[src/rtl/hazard_unit_pkg.sv]
// Shared types and forwarding-select encodings for the pipeline hazard controller.
package hazard_unit_pkg;

    typedef logic [3:0] reg_idx_t;

    typedef enum logic [1:0] {
        FWD_RF  = 2'b00,
        FWD_WB  = 2'b01,
        FWD_MEM = 2'b10
    } fwd_sel_t;

endpackage

[src/rtl/hazard_unit_forward_sel.sv]
// Execute-stage operand forwarding select; Memory result takes priority over Writeback.
module forward_sel
    import hazard_unit_pkg::*;
(
    input  reg_idx_t   ra_e,
    input  reg_idx_t   wa3_m,
    input  reg_idx_t   wa3_w,
    input  logic       reg_write_m,
    input  logic       reg_write_w,
    output logic [1:0] sel
);

    logic match_m;
    logic match_w;

    // Unknown write enables are treated as not-writing.
    assign match_m = (reg_write_m === 1'b1) && (ra_e == wa3_m);
    assign match_w = (reg_write_w === 1'b1) && (ra_e == wa3_w);

    always_comb begin
        sel = FWD_RF;
        if (match_m) begin
            sel = FWD_MEM;
        end else if (match_w) begin
            sel = FWD_WB;
        end
    end

endmodule

[src/rtl/hazard_unit.sv]
// Pipeline hazard controller: operand forwarding, load-use stall, control flush,
// and saturating stall/flush event counters for performance debug.
module hazard_unit
    import hazard_unit_pkg::*;
#(
    parameter int unsigned CNT_W = 16
) (
    input  logic             clk,
    input  logic             rst_n,
    input  logic [3:0]       RA1E,
    input  logic [3:0]       RA2E,
    input  logic [3:0]       WA3M,
    input  logic [3:0]       WA3W,
    input  logic             RegWriteM,
    input  logic             RegWriteW,
    output logic [1:0]       ForwardAE,
    output logic [1:0]       ForwardBE,
    input  logic [3:0]       RA1D,
    input  logic [3:0]       RA2D,
    input  logic [3:0]       WA3E,
    input  logic             MemtoRegE,
    input  logic             PCWrPendingF,
    input  logic             PCSrcW,
    input  logic             BranchTakenE,
    output logic             StallF,
    output logic             StallD,
    output logic             FlushD,
    output logic             FlushE,
    output logic [CNT_W-1:0] StallCount,
    output logic [CNT_W-1:0] FlushCount
);

    localparam logic [CNT_W-1:0] CNT_ONE = {{(CNT_W-1){1'b0}}, 1'b1};

    logic ldr_stall;

    forward_sel u_fwd_a (
        .ra_e        (RA1E),
        .wa3_m       (WA3M),
        .wa3_w       (WA3W),
        .reg_write_m (RegWriteM),
        .reg_write_w (RegWriteW),
        .sel         (ForwardAE)
    );

    forward_sel u_fwd_b (
        .ra_e        (RA2E),
        .wa3_m       (WA3M),
        .wa3_w       (WA3W),
        .reg_write_m (RegWriteM),
        .reg_write_w (RegWriteW),
        .sel         (ForwardBE)
    );

    always_comb begin
        ldr_stall = MemtoRegE && ((RA1D == WA3E) || (RA2D == WA3E));
        StallF    = ldr_stall || PCWrPendingF;
        StallD    = ldr_stall;
        FlushD    = PCWrPendingF || PCSrcW || BranchTakenE;
        FlushE    = ldr_stall || BranchTakenE;
    end

    always_ff @(posedge clk or negedge rst_n) begin
        if (!rst_n) begin
            StallCount <= '0;
            FlushCount <= '0;
        end else begin
            if (StallD && (StallCount != '1)) begin
                StallCount <= StallCount + CNT_ONE;
            end
            if (FlushE && (FlushCount != '1)) begin
                FlushCount <= FlushCount + CNT_ONE;
            end
        end
    end

endmodule

[config.mk]
export PLATFORM = sky130hd
export DESIGN_NAME = hazard_unit
export DESIGN_NICKNAME = d
export VERILOG_FILES = /design/src/rtl/hazard_unit_pkg.sv /design/src/rtl/hazard_unit_forward_sel.sv /design/src/rtl/hazard_unit.sv
export SDC_FILE = /design/constraint.sdc
export NUM_CORES = 1
export LEC_CHECK = 0
export BUFFER_PORTS_ARGS = -buffer_cell sky130_fd_sc_hd__buf_2
export CORE_ASPECT_RATIO = 0.5
export CORE_MARGIN = 1
export CORE_UTILIZATION = 38
export CTS_BUF_LIST = sky130_fd_sc_hd__clkbuf_2
export CTS_CLUSTER_SIZE = 8
export DETAILED_ROUTE_END_ITERATION = 16
export PLACE_DENSITY = 0.69
export SYNTH_ARGS = -nofsm -noshare
export SYNTH_HDL_FRONTEND = slang
export SYNTH_SLANG_ARGS = --single-unit
[constraint.sdc]
create_clock -name clk -period 3.95 [get_ports clk]
set_clock_uncertainty 0.05 [all_clocks]
set_input_delay 0.9875 -clock clk [delete_from_list [all_inputs] [get_ports clk]]
set_output_delay 0.9875 -clock clk [all_outputs]
set_load 0.01 [all_outputs]
==> metrics.txt <==
outcome finished, final reports clean; I/O pin cnt 76; Final HPWL DP 3.06 mm; Area contributors post-synth dfrtp_1 (44%), xnor2_1 (17%), xor2_1 (6.7%); vias in the first global route 1464; VDD IR max 0.257 mV; total clock buffers created by CTS 5; placed cell area 0.00224 mm²; synth warn 0; Setup Buffers After CTS 0; layout cells sized above 1 36.5%; Max Freq 319 MHz; Fin. Hold Viols 0; Resize count post-CTS 0; GRT Residual Overflow 0; crit path DAT 2100 ps; Power Density 400 mW/mm²; starting density of the core 40.4%; Crit. End Element primary output; setup TNS 0 ps; root buffer cell clkbuf_2; max-slew violations 0; Psw 0.000311 W; Max clock buf depth 2; Worst Tran Pin Value 696 ps; Synth Flop Type dfrtp_1; Distinct cells, synth 33; Yosys top cell area share 44.0%; Logic pwr share 27.0%; ANT nets after route 0; CP max stage delay 320 ps; number of fill cells 436; Synth area leader dfrtp_1; multiplexer share of the synthesized area 2.47%; Die ar. 0.00509 mm²; CP Launch Type input pin; largest family of logic cells by synthesized area XOR/XNOR gates; IO Port Bufs 75; Tcrit/Tclk final 79.3%; min-delay worst type flip-flop to flip-flop; required time worst endpoint 2910 ps; RSZ-0062 raised after global routing no; post-synthesis simple-gate area fraction 21.5%; Register Area 801 µm²; Worst Path Buf+Inv 2; Sw Ratio 33.6%; Slowest-stage cell, CP a21boi_4; power share of the sequential group 48.5%; design area 0.00231 mm²; compound-gate portion of the synthesized area 4.40%; Worst-path clk slew 160 ps; global-route wire length before repair 6.30 mm; Gate Count Post-Synth 173; Total GRT Usage 16.2%; vias 1549; commonest non-fill, non-tap cell in the layout buf_2; area delta synth->final 26.6%; Ant. Diodes 0; Post-Synth XOR/XNOR Area 24.0%; synthesized area 0.00182 mm²; P_int 0.000613 W; clk sinks 32; FP Rows 17; Max Cap Violations 0; Avg WL per Cell 12.4 µm; most frequent cells in the layout buf_2 (75), xnor2_1 (36), dfrtp_1 (32); count of final setup violators 0; number of synthesized flops with an enable pin 0; # hold bufs at CTS 0; syn_nets 211; Final nets 289; CP top delay family simple AND/OR/NAND/NOR gates; crit-path cells buf_2, xnor2_1, nand4_1, a21boi_4, or2_1, buf_2; initial antenna violation count 0; worst skew pair latency 370 ps; largest net degree at the start of global routing 33; async set or reset register ratio after synthesis 100%; Die X 99.9 µm; fin crit period 3130 ps; CTS tree yes; Avg Cell Area, Syn 10.5 µm²; type of the worst setup path input pin to primary output; normalized max-slew margin 53.6%; Via density 4.87; clock power share 24.5%; Core ar. 0.00451 mm²; DR iter-0 viols 28; multi-input logic area 980 µm²; drt total wl 3.95 mm; Synth Area in Adders 1.37%; register bit count reported by yosys 32; TritonRoute pass-1 iters 4; crit path max fanout 10; most used cell along the critical path buf_2; DRC viols 0; die height 51.0 µm; Lkg Pwr 1.12 nW; post-synthesis sequential area ratio 44.0%; routability cong. 0.768; htree depth 2
-- per-layer routing --
metal | vias up | routed length, µm | GRT usage (%)
li1 | 758 | - | -
met1 | 737 | 1650 | 17.1
met2 | 49 | 2000 | 31.1
met3 | 5 | 255 | 4.79
met4 | 0 | 45 | 5.64
met5 | - | 0 | 0
-- synth_stat cells, types with 2 or more instances --
cell and n:
mux2_2 2, a31oi_1 2, nand2_1 14, nand4_1 14, buf_4 2, xnor2_1 36, nor2b_1 2, nor3_1 2
mux2_1 2, xor2_1 14, nor4_1 3, nor2_1 7, and3_1 6, nand3_1 15, ha_1 2, dfrtp_1 32
buf_6 2
-- path summary, 6_finish.rpt --
path                                   to  slack [ps]  cells past startpoint           from
min in group asynchronous  FlushCount[13]         580                      1          rst_n
max in group asynchronous  StallCount[13]        2800                      1          rst_n
hold / removal              StallCount[9]         440                      1  StallCount[9]
setup reg to reg            FlushCount[1]        2030                      6  FlushCount[0]
hold reg to reg             StallCount[9]         440                      1  StallCount[9]
setup / recovery                   FlushE         820                      6        WA3E[3]
-- logic make-up (layout without fill, tap and decap cells) --
logic type,Yosys count,in the layout
and+or+nand+nor,73,73
adders and majority gates,2,2
xor gates and xnor gates,50,50
AOI/OAI and AO/OA,7,7
DFF,32,32
muxes,4,4
buffers and inverters,5,84
-- metrics by stage --
step	power, W	setup slack, ps	hold slack [ps]	instances	utilization, %
2_1_floorplan	0.000596	1110	468	173	-
3_3_place_gp	0.000697	894	420	310	49.7
3_5_place_dp	0.000708	801	428	310	49.7
4_1_cts	0.000933	796	450	318	51.2
5_1_grt	0.000985	726	477	318	51.2
6_report	0.000924	817	445	318	51.2
-- layout make-up --
type | count | share of cell area, %
Multi-Input combinational cell | 136 | 42.5
Sequential cell | 32 | 34.7
Timing Repair Buffer | 75 | 16.3
Tap cell | 66 | 3.58
Clock inverter | 2 | 1.52
Clock buffer | 6 | 1.30
Inverter | 1 | 0.163
-- power groups by stage --
stage | Combinational [W] | Clock [W] | Sequential (W)
6_report | 0.000250 | 0.000226 | 0.000448
5_1_grt | 0.000277 | 0.000248 | 0.000461
4_1_cts | 0.000255 | 0.000231 | 0.000448
3_5_place_dp | 0.000254 | 0 | 0.000454
3_3_place_gp | 0.000247 | 0 | 0.000450
2_1_floorplan | 0.000124 | 0 | 0.000472
-- registers in the layout, summed over array words and instances (netlist names) --
name,flops
FlushCount,16
StallCount,16
(Power assumes the default switching activity.)
